**src/rtl/core_wb_arbiter_pkg.sv**
```systemverilog
// core_wb_arbiter_pkg: shared state encodings and requester IDs for the core Wishbone arbiter
package core_wb_arbiter_pkg;
  typedef enum logic [1:0] {
    ST_IDLE        = 2'd0,
    ST_GRANT_DATA  = 2'd1,
    ST_GRANT_FETCH = 2'd2,
    ST_RELEASE     = 2'd3
  } state_e;
  localparam logic REQ_DATA  = 1'b0;
  localparam logic REQ_FETCH = 1'b1;
endpackage

```
**src/rtl/core_wb_arbiter.sv**
```systemverilog
// core_wb_arbiter: round-robin arbiter sharing one Wishbone master port between fetch and data requesters
module core_wb_arbiter
  import core_wb_arbiter_pkg::*;
#(
  parameter int ADDRESS_WIDTH  = 28,
  parameter int TIMEOUT_CYCLES = 255
) (
  input  logic                     wb_clk_i,
  input  logic                     wb_rst_i,
  input  logic [ADDRESS_WIDTH-1:0] fetchAddress,
  input  logic [3:0]               fetchByteSelect,
  input  logic                     fetchEnable,
  input  logic                     fetchWriteEnable,
  input  logic [31:0]              fetchDataWrite,
  output logic [31:0]              fetchDataRead,
  output logic                     fetchBusy,
  output logic                     fetchError,
  input  logic [ADDRESS_WIDTH-1:0] dataAddress,
  input  logic [3:0]               dataByteSelect,
  input  logic                     dataEnable,
  input  logic                     dataWriteEnable,
  input  logic [31:0]              dataDataWrite,
  output logic [31:0]              dataDataRead,
  output logic                     dataBusy,
  output logic                     dataError,
  output logic [ADDRESS_WIDTH-1:0] wbAddress,
  output logic [3:0]               wbByteSelect,
  output logic                     wbEnable,
  output logic                     wbWriteEnable,
  output logic [31:0]              wbDataWrite,
  input  logic [31:0]              wbDataRead,
  input  logic                     wbBusy
);
  // The wait counter times out on the cycle it would reach TIMEOUT_CYCLES, giving exactly TIMEOUT_CYCLES grant cycles.
  localparam logic [7:0] CNT_LAST = 8'(TIMEOUT_CYCLES - 1);
  state_e      state_q, state_d;
  logic        last_q, last_d;
  logic [7:0]  cnt_q, cnt_d;
  logic        done_q, done_d;
  logic        tout_q, tout_d;
  logic [31:0] drd_q, drd_d;
  logic [31:0] frd_q, frd_d;
  logic        in_grant, gnt_fetch, gnt_en, rel, load;
  logic [31:0] load_val;
  assign in_grant      = state_q == ST_GRANT_DATA || state_q == ST_GRANT_FETCH;
  assign gnt_fetch     = state_q == ST_GRANT_FETCH;
  assign rel           = state_q == ST_RELEASE;
  assign gnt_en        = gnt_fetch ? fetchEnable : dataEnable;
  assign wbEnable      = in_grant && gnt_en;
  assign wbAddress     = gnt_fetch ? fetchAddress : dataAddress;
  assign wbByteSelect  = gnt_fetch ? fetchByteSelect : dataByteSelect;
  assign wbWriteEnable = gnt_fetch ? fetchWriteEnable : dataWriteEnable;
  assign wbDataWrite   = gnt_fetch ? fetchDataWrite : dataDataWrite;
  // last_q names the granted requester throughout GRANT and RELEASE, so it steers the release-cycle handshake.
  assign dataBusy      = dataEnable && !(rel && done_q && last_q == REQ_DATA);
  assign fetchBusy     = fetchEnable && !(rel && done_q && last_q == REQ_FETCH);
  assign dataError     = rel && tout_q && last_q == REQ_DATA;
  assign fetchError    = rel && tout_q && last_q == REQ_FETCH;
  assign dataDataRead  = drd_q;
  assign fetchDataRead = frd_q;
  // Next state: round-robin grant from IDLE, completion/timeout/abandon in GRANT, one-cycle RELEASE.
  always_comb begin
    state_d  = state_q;
    last_d   = last_q;
    cnt_d    = cnt_q;
    done_d   = 1'b0;
    tout_d   = 1'b0;
    load     = 1'b0;
    load_val = '1;
    case (state_q)
      ST_IDLE:
        if (dataEnable && (!fetchEnable || last_q == REQ_FETCH)) begin
          state_d = ST_GRANT_DATA;
          last_d  = REQ_DATA;
          cnt_d   = '0;
        end else if (fetchEnable) begin
          state_d = ST_GRANT_FETCH;
          last_d  = REQ_FETCH;
          cnt_d   = '0;
        end
      ST_GRANT_DATA, ST_GRANT_FETCH:
        if (!gnt_en) begin
          state_d = ST_RELEASE;
        end else if (!wbBusy) begin
          state_d  = ST_RELEASE;
          done_d   = 1'b1;
          load     = 1'b1;
          load_val = wbWriteEnable ? '1 : wbDataRead;
        end else if (cnt_q == CNT_LAST) begin
          state_d = ST_RELEASE;
          done_d  = 1'b1;
          tout_d  = 1'b1;
          load    = 1'b1;
        end else begin
          cnt_d = cnt_q + 8'd1;
        end
      ST_RELEASE: state_d = ST_IDLE;
      default:    state_d = ST_IDLE;
    endcase
  end
  // Read-data registers load only on their own requester's completion or timeout.
  always_comb begin
    drd_d = (load && !gnt_fetch) ? load_val : drd_q;
    frd_d = (load && gnt_fetch) ? load_val : frd_q;
  end
  // State and data registers with synchronous reset.
  always_ff @(posedge wb_clk_i) begin
    if (wb_rst_i) begin
      state_q <= ST_IDLE;
      last_q  <= REQ_FETCH;
      cnt_q   <= '0;
      done_q  <= 1'b0;
      tout_q  <= 1'b0;
      drd_q   <= '1;
      frd_q   <= '1;
    end else begin
      state_q <= state_d;
      last_q  <= last_d;
      cnt_q   <= cnt_d;
      done_q  <= done_d;
      tout_q  <= tout_d;
      drd_q   <= drd_d;
      frd_q   <= frd_d;
    end
  end
endmodule

```
**config.mk**
```make
export PLATFORM = sky130hd
export DESIGN_NAME = core_wb_arbiter
export DESIGN_NICKNAME = d
export VERILOG_FILES = /design/src/rtl/core_wb_arbiter_pkg.sv /design/src/rtl/core_wb_arbiter.sv
export SDC_FILE = /design/constraint.sdc
export NUM_CORES = 1
export LEC_CHECK = 0
export ABC_CLOCK_PERIOD_IN_PS = 1900
export BUFFER_PORTS_ARGS = -buffer_cell sky130_fd_sc_hd__buf_2
export CORE_AREA = 2 2 117 119
export DETAILED_ROUTE_END_ITERATION = 8
export DIE_AREA = 0 0 119 121
export PLACE_DENSITY = 0.65
export SLEW_MARGIN = 10
export SYNTH_ARGS = -nofsm -noshare
export SYNTH_HDL_FRONTEND = slang
export SYNTH_SLANG_ARGS = --single-unit
```
**constraint.sdc**
```tcl
create_clock -name wb_clk_i -period 1.9 [get_ports wb_clk_i]
set_input_delay 0.095 -clock wb_clk_i [delete_from_list [all_inputs] [get_ports wb_clk_i]]
set_output_delay 0.095 -clock wb_clk_i [all_outputs]
set_load 0.1 [all_outputs]
```
# ---- Word-level counts from Yosys, hierarchy flattened
# Cells that the tools add are included.
dict set report word_totals {
  out_inout_bits 134
  regBits 77
  word_cells 74
}
dict set report op_classes {
  n_reduce_logical 26
  bitwise 4
  muxes 27
  n_eq_ne 9
  addsub 1
}
# operator count
set op_table {}
lappend op_table {{2-to-1 mux 32 bit} 5}
lappend op_table {{2-to-1 mux 8 bit} 5}
lappend op_table {{2-to-1 mux 28 bit} 1}
lappend op_table {{case mux 8 bit (2 select lines)} 1}
lappend op_table {{logical AND 1 bit} 12}
lappend op_table {{2-to-1 mux 2 bit} 5}
lappend op_table {{adder 8 x 1 -> 8 bit (second input constant)} 1}
lappend op_table {{== test 8 bit (second input constant)} 1}
lappend op_table {{2-to-1 mux 1 bit} 8}
lappend op_table {{inequality test 2 bit (second input constant)} 3}
lappend op_table {{case mux 2 bit (3 select lines)} 1}
lappend op_table {{AND reduction 5 bit} 1}
lappend op_table {{== test 2 bit (second input constant)} 2}
lappend op_table {{zero test 1 bit} 4}
lappend op_table {{2-to-1 mux 4 bit} 1}
lappend op_table {{inequality test 4 bit (second input constant)} 1}
lappend op_table {{inverter 1 bit} 4}
lappend op_table {{AND reduction 2 bit} 2}
lappend op_table {{nonzero test 2 bit} 2}
lappend op_table {{OR reduction 4 bit} 1}
lappend op_table {{inequality test 3 bit (second input constant)} 1}
lappend op_table {{== test 2 x 1 -> 1 bit (second input constant)} 1}
lappend op_table {{zero test 2 bit} 1}
lappend op_table {{logical OR 1 bit} 2}
lappend op_table {{OR reduction 2 bit} 1}

# ---- Depth between registers and ports, before layout
# Gate-level depths: netlist of the first run.
dict set report logic_depth {
  word_depth 6
  depth_mapped 9
  mapped_depth_nobuf 8
}

# ---- Worst setup path before layout of the first run
# Ideal clock, no wire load.
dict set report synth_timing {
  path_kind {reg-to-reg}
  start {register state_q[0]}
  end {register frd_q[7], in the netlist fetchDataRead[7]}
  path_buffers 1
  setup_time_ps 128
  arrival_time_ps 2335
  synth_period_minus_slack_ps 2463
  setup_slack_ps -563
  stages_incl_launch_ff 10
  cell_sequence {dfxtp_1 > inv_1 > ha_1 > mux2_2 > nand2_2 > inv_1 > nand3_1 > clkbuf_1 > o21ai_0 > o21ai_0}
}
dict set report synth_between {
  elab_chain_len 6
}
# element line_no
set synth_lines {}
lappend synth_lines {{from (decl)} core_wb_arbiter.sv:36} ;# state_e state_q, state_d;
lappend synth_lines {{from (signal assigned)} core_wb_arbiter.sv:117} ;# state_q <= state_d;
lappend synth_lines {{== test 2 bit} {core_wb_arbiter.sv:46, core_wb_arbiter.sv:70}}
lappend synth_lines {{2-to-1 mux 1 bit} core_wb_arbiter.sv:52} ;# assign wbWriteEnable = gnt_fetch ? fetchWriteEnable : dataWriteEnable;
lappend synth_lines {{2-to-1 mux 32 bit} core_wb_arbiter.sv:88} ;# load_val = wbWriteEnable ? '1 : wbDataRead;
lappend synth_lines {{2-to-1 mux 32 bit} core_wb_arbiter.sv:84} ;# end else if (!wbBusy) begin
lappend synth_lines {{2-to-1 mux 32 bit} core_wb_arbiter.sv:82} ;# if (!gnt_en) begin
lappend synth_lines {{2-to-1 mux 32 bit} core_wb_arbiter.sv:70} ;# case (state_q)
lappend synth_lines {{to (signal assigned)} core_wb_arbiter.sv:123} ;# frd_q <= frd_d;
lappend synth_lines {{to (decl)} core_wb_arbiter.sv:42} ;# logic [31:0] frd_q, frd_d;
# Several ways; a longest one is shown, not always the timed one.
# A chain may end at the register's enable or synchronous reset.

# ---- Worst setup path in the final report of the first run
dict set report layout_timing {
  start {register state_q[0]}
  end {register drd_q[24], in the netlist dataDataRead[24]}
}
dict set report layout_between {
  elab_chain_len 6
}
# element line_no
set layout_lines {}
lappend layout_lines {{== test 2 bit} {core_wb_arbiter.sv:46, core_wb_arbiter.sv:70}}
lappend layout_lines {{2-to-1 mux 1 bit} core_wb_arbiter.sv:52}
lappend layout_lines {{2-to-1 mux 32 bit} core_wb_arbiter.sv:88}
lappend layout_lines {{2-to-1 mux 32 bit} core_wb_arbiter.sv:84}
lappend layout_lines {{2-to-1 mux 32 bit} core_wb_arbiter.sv:82}
lappend layout_lines {{2-to-1 mux 32 bit} core_wb_arbiter.sv:70}
lappend layout_lines {{to (signal assigned)} core_wb_arbiter.sv:122} ;# drd_q <= drd_d;
lappend layout_lines {{to (decl)} core_wb_arbiter.sv:41} ;# logic [31:0] drd_q, drd_d;
# Several ways; a longest one is shown, not always the timed one.

==> run_results.csv, run 1 <==
group,metric,value,unit
global_routing,grt_usage,0.228,
drt,top_layer,"met5",
global_routing,grt_pass1_wl,24300,um
setup_path,startpoint,"state_q[0]$_SDFFE_PP0P_",
finish,n_fill_cell,1112,
yosys,synthCells,412,
finish,multi_input_area,0.00250,mm^2
setup_path,crit_cells,8,
place,pre_cts_slack,-0.0840,ns
yosys,synth_nets,584,
floorplanning,core,0.0131,mm^2
yosys,synth.cell_area,0.00391,mm^2
drt,antenna_left,0,
sta,relSlewSlack,0.525,
floorplanning,die-area,0.0144,mm^2
sta,finalCritPeriodShare,1.02,
run_status,violations,"negative setup slack",
clocking,cts_inserted_buffers,9,
setup_path,r2r_start,"state_q[0]$_SDFFE_PP0P_",
sta,fmax,516,MHz
yosys,synth-seq-cells,77,
drt,wire_per_inst,19.4,um
floorplanning,die-height,121,um
clocking,clockRootBuffer,"clkbuf_16",
setup_path,crit_path_max_fanout,11,
drt,met2WireLength,9170,um
drt,via_per_inst,4.85,
clocking,cts_hold_buf,0,
sta,fin_crit,1.94,ns
setup_path,crit_end,"dataDataRead[24]$_SDFFE_PP1P_",
finish,layout-drive-gt1-share,0.636,
yosys,synthSimpleGateAreaFrac,0.139,
setup_path,slowest_delay,0.60,ns
setup_path,reg2reg_slack,-0.04,ns
setup_path,crit_chain,"inv_2 > ha_4 > mux2_4 > nand2_4 > or4_4 > buf_12 > nor2_4 > o21ai_1",
clocking,h-tree-depth,3,
clocking,clk_latency,0.34,ns
global_routing,grt_max_degree,79,
global_routing,grt_pass1_vias,4132,
finish,final_cell_mix,"buf_2 (234), dfxtp_1 (75), o21ai_1 (71), buf_12 (71), mux2_4 (66)",
setup_path,crit_buf_inv,2,
sta,slew_viol_final,0,
yosys,yosys_warnings,0,
sta,skew,0.00497,ns
sta,rsz0062_at_grt,"yes",
place,place.gp.congestion,0.822,
clocking,cts.clk_slew.worst_paths,0.06,ns
power,power_density,2220,mW/mm^2
drt,drt_iter0_drc,328,
yosys,syn_avg_cell_area,9.48,um^2
finish,nets,892,
place,dpl.hpwl,13000,um
drt,wirelength,17600,um
drt,vias,4398,
drt,first_pass_iters,4,
yosys,synth_area_leader_cell,"dfxtp_1",
setup_path,path_delay_family,"simple AND/OR/NAND/NOR gates",
yosys,synth_top_area_frac,0.394,
yosys,synth.yosys.seq_area_share,0.394,
setup_path,required,2.12,ns
floorplanning,ios,301,
sta,finalSetupViolCount,57,
setup_path,r2r_end,"dataDataRead[24]$_SDFFE_PP1P_",
setup_path,path_class,"reg2reg",
setup_path,r2r_cells,8,
yosys,synthAdderAreaFrac,0.0160,
run,cap_violations,0,
power,p_leak,3.37,nW
finish,syn_to_final_growth,95.3,%
power,irDropWorstVdd,1.20,mV
global_routing,overflow,0,
clocking,cts_tree,"built",
yosys,synth.mux.area_fraction,0.196,
yosys,ys_top_cells_by_area,"dfxtp_1 (39%), mux2_2 (19%), o21ai_0 (9.0%)",
yosys,synth-compound-area-share,0.205,
yosys,yosysUniqueCellTypes,31,
drt,drc,0,
hold_path,hold_class,"in2reg",
sta,layout_setup_ws,-0.0388,ns
setup_path,start_kind,"flop",
drt,wl_met3,1460,um
setup_path,cp-end-kind,"flop",
sta,worst_pin_slew,0.712,ns
global_routing,antenna_found_initial,7,
setup_path,critPathSlowestCell,"or4_4",
place,port-buffer-count,300,
clocking,cts_num_sinks,77,
sta,fin_setup_tns,-1.19,ns
floorplanning,num_rows,42,
finish,mostFrequentLayoutCell,"buf_2",
yosys,synth_xor_area_frac,0,
yosys,synth_top_family_by_area,"compound AO/OA/AOI/OAI gates",
floorplanning,die_w,119,um
floorplanning,start_util,0.299,
finish,seq_area,0.00154,mm^2
run_status,outcome,"complete, but fails checks",
sta,hold_viol,0,
setup_path,cp.arrival,2.16,ns
clocking,clock_path_buffers,2,
drt,drt-met1-wl,6190,um
==> tightest hold or removal path: stages <==
cell     delay [ns]
buf_2          0.10
nor2_4         0.04
o21ai_2        0.09
==> through the flow <==
stage	total power (W)	std cells	hold slack (ns)	cell area, um^2	utilization
3_5_place_dp	0.0140	873	0.351	6710	0.513
2_1_floorplan	0.0107	412	0.213	4020	-
6_report	0.0169	907	0.0193	7630	0.583
5_1_grt	0.0175	907	0.0163	7630	0.583
4_1_cts	0.0164	896	0.0111	7310	0.559
3_3_place_gp	0.0140	873	0.347	6710	0.513
==> cell families (layout without fill, tap and decap cells) <==
family	count (synthesis)	count (layout)
adders and majority gates	5	5
DFF	77	77
other	0	6
and+or+nand+nor	71	71
AOI/OAI and AO/OA	151	151
muxes	68	68
buffers and inverters	40	353
==> cells in the mapped netlist <==
library cell / count
a211oi_1: 2
a21oi_1: 3
a221o_1: 1
a311oi_1: 6
a31oi_1: 3
and3_1: 4
buf_12: 1
buf_2: 4
buf_8: 2
clkbuf_1: 27
dfxtp_1: 77
ha_1: 5
inv_1: 6
mux2_2: 67
mux2i_1: 1
nand2_1: 7
nand2_2: 1
nand2b_1: 5
nand3_1: 3
nand4_1: 1
nand4b_1: 1
nor2_1: 12
nor2_4: 30
nor2b_1: 1
nor3_1: 3
o21a_1: 3
o21ai_0: 70
o21ai_1: 61
o22ai_1: 2
or3_1: 2
or4_1: 1
==> flip-flops by register name, summed over array words and instances, names as in the netlist <==
register and count:
cnt_q 8, dataDataRead 32, done_q 1, tout_q 1, fetchDataRead 32, last_q 1
state_q 2
==> power breakdown <==
group | switching, W | total, W | internal, W
clock network | 0.000660 | 0.00180 | 0.00114
registers | 0.000223 | 0.00232 | 0.00210
logic | 0.00877 | 0.0128 | 0.00403
total | 0.00966 | 0.0169 | 0.00727
==> layer usage <==
metal,GRT usage,vias up
li1,-,2112
met1,0.250,2030
met2,0.395,215
met3,0.0761,39
met4,0.116,2
met5,0,-
==> area by class of cell <==
cell class / count / area share
timing repair buffer: 331 / 0.394
multi-input combinational: 295 / 0.328
sequential: 77 / 0.202
clock buffer: 9 / 0.0295
tap: 176 / 0.0289
clock inverter: 7 / 0.0118
inverter: 6 / 0.00344
antenna: 6 / 0.00197
==> what timing repair did <==
item,in CTS,in global routing
pin swaps,1,3
gates resized for setup,40,52
setup endpoints to repair,129,137
cloned,5,4
setup buffers,2,1
==> worst min path at each step <==
stage | endpoint | depth (start not counted) | startpoint | slack [ns]
6_report | fetchDataRead[24]$_SDFFE_PP1P_ | 3 | wbDataRead[24] | 0.02
5_1_grt | dataDataRead[20]$_SDFFE_PP1P_ | 3 | wbDataRead[20] | 0.02
4_1_cts | fetchDataRead[1]$_SDFFE_PP1P_ | 3 | wbDataRead[1] | 0.01
3_5_place_dp | fetchDataRead[30]$_SDFFE_PP1P_ | 3 | wbDataRead[30] | 0.35
3_3_place_gp | fetchDataRead[30]$_SDFFE_PP1P_ | 3 | wbDataRead[30] | 0.35
2_1_floorplan | tout_q$_SDFF_PP0_ | 2 | wbBusy | 0.21
No activity file was read; power rests on OpenSTA's default activity.
==> inputs of run 2 (changes only) <==
RECOVER_POWER = 100   (was not set)
==> run 2 against run 1 <==
Net effect: clock skew up 0.00076 ns; die area is the same; first-iteration DRC count decreased by 1.8%; largest power group unchanged; total power fell by 0.56%; sequential share of layout area is 0.21 points higher; setup slack worse by 0.0038 ns; flip-flop and latch count unchanged; fmax down 0.19%; critical endpoint is now dataDataRead[19]$_SDFFE_PP1P_; clock power is essentially flat; the flow still finishes with violations (negative setup slack).
==> run_results.csv, run 2 (synthesized netlist as in run 1, its figures left out) <==
group,metric,value,unit
sta,finalSetupViolCount,56,
clocking,clockRootBuffer,"clkbuf_16",
sta,slew_viol_final,0,
finish,n_fill_cell,1146,
power,pwr-share-clk,0.107,
clocking,h-tree-depth,3,
hold_path,holdPathStages,3,
setup_path,start_kind,"flop",
drt,first_pass_iters,4,
clocking,cts.clk_slew.worst_paths,0.06,ns
sta,hold_viol,0,
run,cap_violations,0,
floorplanning,die-height,121,um
drt,antenna_left,0,
drt,drt_iter0_drc,322,
hold_path,hold_start,"wbDataRead[24]",
floorplanning,die_w,119,um
setup_path,r2r_start,"state_q[0]$_SDFFE_PP0P_",
global_routing,grt_usage,0.228,
finish,utilization,0.577,
setup_path,cp-end-kind,"flop",
finish,nets,892,
run_status,violations,"negative setup slack",
place,pre_cts_slack,-0.0840,ns
global_routing,antenna_found_initial,7,
place,dpl.hpwl,13000,um
sta,rsz0062_at_grt,"yes",
clocking,cts_num_sinks,77,
sta,layout_setup_ws,-0.0426,ns
power,swShare,0.575,
floorplanning,die-area,0.0144,mm^2
clocking,clock_path_buffers,2,
drt,wire_per_inst,19.4,um
finish,layoutNonFillerInstCount,907,
finish,mostFrequentLayoutCell,"buf_2",
place,port-buffer-count,300,
setup_path,path_class,"reg2reg",
run_status,outcome,"complete, but fails checks",
hold_path,hold_end,"fetchDataRead[24]$_SDFFE_PP1P_",
sta,skew,0.00572,ns
power,power_density,2230,mW/mm^2
clocking,cts_tree,"built",
floorplanning,start_util,0.299,
finish,final_area,0.00755,mm^2
drt,vias,4421,
power,intPower,0.00715,W
floorplanning,ios,301,
clocking,cts_inserted_buffers,9,
setup_path,r2r_end,"dataDataRead[19]$_SDFFE_PP1P_",
drt,via_per_inst,4.87,
finish,final_cell_mix,"buf_2 (167), dfxtp_1 (75), o21ai_1 (71), buf_12 (70), mux2_4 (66)",
floorplanning,num_rows,42,
sta,fmax,515,MHz
setup_path,required,2.12,ns
clocking,cts_hold_buf,0,
power,seqPwrFrac,0.139,
setup_path,reg2reg_slack,-0.04,ns
sta,worst_pin_slew,1.21,ns
place,place_inst,873,
place,place.gp.congestion,0.822,
global_routing,grt_pass1_vias,4132,
place,place_area,0.00671,mm^2
setup_path,crit_path_max_fanout,11,
power,power_switching,0.00968,W
global_routing,grt_pass1_wl,24300,um
global_routing,grt_max_degree,79,
floorplanning,core,0.0131,mm^2
finish,layout-drive-gt1-share,0.568,
setup_path,cp.arrival,2.16,ns
setup_path,r2r_cells,8,
drt,drc,0,
hold_path,hold_class,"in2reg",
sta,finalCritPeriodShare,1.02,
global_routing,overflow,0,
power,combPwrFrac,0.754,
finish,syn_to_final_growth,93.2,%
sta,relSlewSlack,0.195,
power,p_leak,3.32,nW
power,irDropWorstVdd,1.20,mV
sta,hold-worst-slack,0.0197,ns
clocking,clk_latency,0.34,ns
sta,fin_crit,1.94,ns
drt,wirelength,17600,um
[run 2: cell type report]
cell class / count / area [um^2] / area share
Antenna cell: 6 / 15.0 / 0.00199
Clock buffer: 9 / 225 / 0.0298
Clock inverter: 7 / 90.1 / 0.0119
Inverter: 6 / 26.3 / 0.00348
Multi-Input combinational cell: 295 / 2490 / 0.330
Sequential cell: 77 / 1540 / 0.204
Tap cell: 176 / 220 / 0.0292
Timing Repair Buffer: 331 / 2940 / 0.389
[run 2: worst max path at each step]
stage | cells past startpoint | end | from
2_1_floorplan | 8 | dataDataRead[11]$_SDFFE_PP1P_ | state_q[0]$_SDFFE_PP0P_
3_3_place_gp | 6 | dataDataRead[30]$_SDFFE_PP1P_ | state_q[1]$_SDFFE_PP0P_
3_5_place_dp | 6 | dataDataRead[30]$_SDFFE_PP1P_ | state_q[1]$_SDFFE_PP0P_
4_1_cts | 8 | wbEnable | state_q[0]$_SDFFE_PP0P_
5_1_grt | 8 | dataDataRead[24]$_SDFFE_PP1P_ | state_q[0]$_SDFFE_PP0P_
6_report | 8 | dataDataRead[19]$_SDFFE_PP1P_ | state_q[0]$_SDFFE_PP0P_
[run 2: stage by stage]
step                      power, W  TNS [ns]
after floorplan             0.0107    -11.01
after global placement      0.0140    -0.611
after detailed placement    0.0140     -2.35
after CTS                   0.0164     -2.39
after global routing        0.0173     -8.08
final                       0.0168     -1.25
[run 2: critical path, cell delays in order, from the launching register on]
cell     delay, ns
dfxtp_2       0.33
inv_2         0.05
ha_4          0.18
mux2_4        0.21
nand2_4       0.06
or4_4         0.60
buf_12        0.22
nor2_4        0.10
o21ai_1       0.06
[run 2: power by group through the flow]
| stage | clock [W] | combinational (W) | sequential [W] |
|---|---|---|---|
| finish | 0.00180 | 0.0127 | 0.00234 |
| detailed placement | 0 | 0.0117 | 0.00235 |
| floorplan | 0 | 0.00524 | 0.00548 |
| global placement | 0 | 0.0116 | 0.00233 |
| global route | 0.00192 | 0.0130 | 0.00239 |
| CTS | 0.00184 | 0.0123 | 0.00233 |
[run 2: repair_timing]
item / 4_1_cts / 5_1_grt
pin swaps: 1 / 3
endpoints found under the setup margin: 129 / 137
setup buffers: 2 / 1
gates resized for setup: 40 / 52
gates cloned: 5 / 4
[run 2: layer usage]
layer,vias up,routed length (um),global-route usage
met1,2045,6340,0.250
met3,39,1410,0.0761
li1,2109,-,-
met4,2,740,0.116
met5,-,13,0
met2,226,9090,0.395
==> inputs of run 3 (changes only) <==
==> constraint.sdc (replaced) <==
create_clock -name wb_clk_i -period 1.9 [get_ports wb_clk_i]
set_input_delay 0.285 -clock wb_clk_i [delete_from_list [all_inputs] [get_ports wb_clk_i]]
set_output_delay 0.285 -clock wb_clk_i [all_outputs]
set_load 0.1 [all_outputs]
==> run 3 against run 2 <==
Net effect: non-clock buffer count grew 11; clock skew is essentially flat; die area is the same; fmax down 5.5%; largest cell class unchanged; clock power is 3% higher; global-route usage fell by 0.36 points; sequential share of layout area decreased by 0.65 points; critical path depth down 2; core utilization increased by 1.9 points; the run still ends with negative setup slack left.
==> run_results.csv, run 3 (synthesized netlist as in run 1, its figures left out) <==
group,metric,value,unit
place,place_inst,874,
setup_path,path_delay_family,"buffers and inverters",
global_routing,grt_pass1_wl,24900,um
setup_path,crit_buf_inv,4,
global_routing,grt_max_degree,79,
sta,worst_pin_slew,0.743,ns
place,place_area,0.00706,mm^2
drt,wire_per_inst,19.0,um
drt,drt_iter0_drc,184,
setup_path,startpoint,"state_q[0]$_SDFFE_PP0P_",
run,cap_violations,0,
clocking,cts_num_sinks,77,
finish,final_cell_mix,"buf_2 (230), buf_12 (79), o21ai_1 (78), dfxtp_1 (75), mux2_4 (66)",
place,dpl.hpwl,13100,um
sta,relSlewSlack,0.504,
setup_path,r2r_cells,9,
clocking,cts_inserted_buffers,9,
clocking,clk_latency,0.33,ns
clocking,h-tree-depth,3,
global_routing,grt_pass1_vias,4503,
setup_path,cp-end-kind,"output pin",
drt,drc,0,
drt,vias,4449,
setup_path,cp.arrival,1.77,ns
setup_path,start_kind,"flop",
setup_path,path_class,"reg2out",
sta,fmax,486,MHz
sta,skew,0.00523,ns
hold_path,holdPathStages,3,
power,irDropWorstVdd,1.70,mV
finish,syn_to_final_growth,99.6,%
drt,first_pass_iters,4,
floorplanning,core,0.0131,mm^2
floorplanning,die-area,0.0144,mm^2
power,p_leak,3.44,nW
setup_path,crit_chain,"inv_2 > ha_4 > buf_4 > buf_16 > mux2_4 > buf_12",
setup_path,r2r_start,"state_q[0]$_SDFFE_PP0P_",
global_routing,grt_usage,0.225,
finish,mostFrequentLayoutCell,"buf_2",
sta,fin_crit,2.06,ns
finish,layoutNonFillerInstCount,912,
setup_path,crit_cells,6,
finish,layout-drive-gt1-share,0.652,
floorplanning,die-height,121,um
place,port-buffer-count,300,
setup_path,reg2reg_slack,-0.12,ns
floorplanning,num_rows,42,
sta,finalCritPeriodShare,1.08,
place,place.gp.congestion,0.797,
setup_path,r2r_end,"dataDataRead[30]$_SDFFE_PP1P_",
global_routing,overflow,0,
setup_path,crit_end,"wbAddress[1]",
finish,antenna_cells,0,
floorplanning,start_util,0.299,
finish,utilization,0.596,
sta,layout_setup_ws,-0.156,ns
clocking,cts.clk_slew.worst_paths,0.05,ns
drt,antenna_left,0,
clocking,cts_hold_buf,0,
floorplanning,ios,301,
drt,wirelength,17300,um
setup_path,required,1.62,ns
drt,via_per_inst,4.88,
run_status,violations,"negative setup slack",
hold_path,hold_class,"in2reg",
setup_path,crit_path_max_fanout,19,
floorplanning,die_w,119,um
finish,final_area,0.00780,mm^2
finish,nets,903,
sta,slew_viol_final,0,
setup_path,critPathSlowestCell,"mux2_4",
sta,fin_setup_tns,-13.38,ns
global_routing,antenna_found_initial,0,
hold_path,hold_start,"wbDataRead[20]",
clocking,clockRootBuffer,"clkbuf_16",
power,power_density,2220,mW/mm^2
setup_path,slowest_delay,0.35,ns
clocking,clock_path_buffers,2,
sta,finalSetupViolCount,130,
sta,hold_viol,0,
clocking,cts_tree,"built",
run_status,outcome,"complete, but fails checks",
sta,rsz0062_at_grt,"yes",
[run 3: changes by cell type in the layout (fill, tap and decap cells not counted), sizes merged]
cell      change
buf          +77
clkbuf       -62
diode         -6
clkinv        -3
clkinvlp      -1
[run 3: metrics by stage]
stage | total power, W | hold slack [ns] | setup WS (ns)
after floorplan | 0.0112 | 0.403 | -0.194
after global placement | 0.0144 | 0.461 | -0.00693
after detailed placement | 0.0145 | 0.473 | -0.0470
after CTS | 0.0168 | 0.208 | -0.165
after global routing | 0.0178 | 0.210 | -0.213
final | 0.0173 | 0.208 | -0.156
[run 3: tightest hold or removal path, cell delays in order]
cell	delay (ns)
buf_2	0.10
nor2_4	0.04
o21ai_2	0.08
[run 3: worst min path at each step]
stage | endpoint | slack [ns]
5_1_grt | fetchDataRead[5]$_SDFFE_PP1P_ | 0.21
4_1_cts | dataDataRead[24]$_SDFFE_PP1P_ | 0.21
3_5_place_dp | fetchDataRead[7]$_SDFFE_PP1P_ | 0.47
2_1_floorplan | tout_q$_SDFF_PP0_ | 0.40
3_3_place_gp | fetchDataRead[29]$_SDFFE_PP1P_ | 0.46
6_report | fetchDataRead[20]$_SDFFE_PP1P_ | 0.21
[run 3: area by class of cell]
| type | count | area (um^2) |
|---|---|---|
| Fill cell | 1063 | 5290 |
| Timing Repair Buffer | 342 | 3130 |
| Clock inverter | 3 | 67.6 |
| Sequential cell | 77 | 1540 |
| Tap cell | 176 | 220 |
| Inverter | 6 | 26.3 |
| Clock buffer | 13 | 260 |
| Multi-Input combinational cell | 295 | 2550 |
[run 3: layer usage]
layer,wire length (um),up-vias,GRT usage
met3,1250,26,0.0616
met2,8920,212,0.409
met4,568,0,0.0848
li1,-,2124,-
met1,6540,2087,0.249
met5,0,-,0
[run 3: what timing repair did]
action	4_1_cts	5_1_grt
hold endpoints to repair	0	0
gates resized for setup	21	21
endpoints found under the setup margin	131	140
pin swaps	2	4
setup buffers	10	6
cloned	1	5
[run 3: report_power, final]
part | internal, W | switching, W | leakage [nW]
clock | 0.00122 | 0.000638 | 0.156
sequential | 0.00210 | 0.000265 | 0.630
combinational | 0.00420 | 0.00889 | 2.65
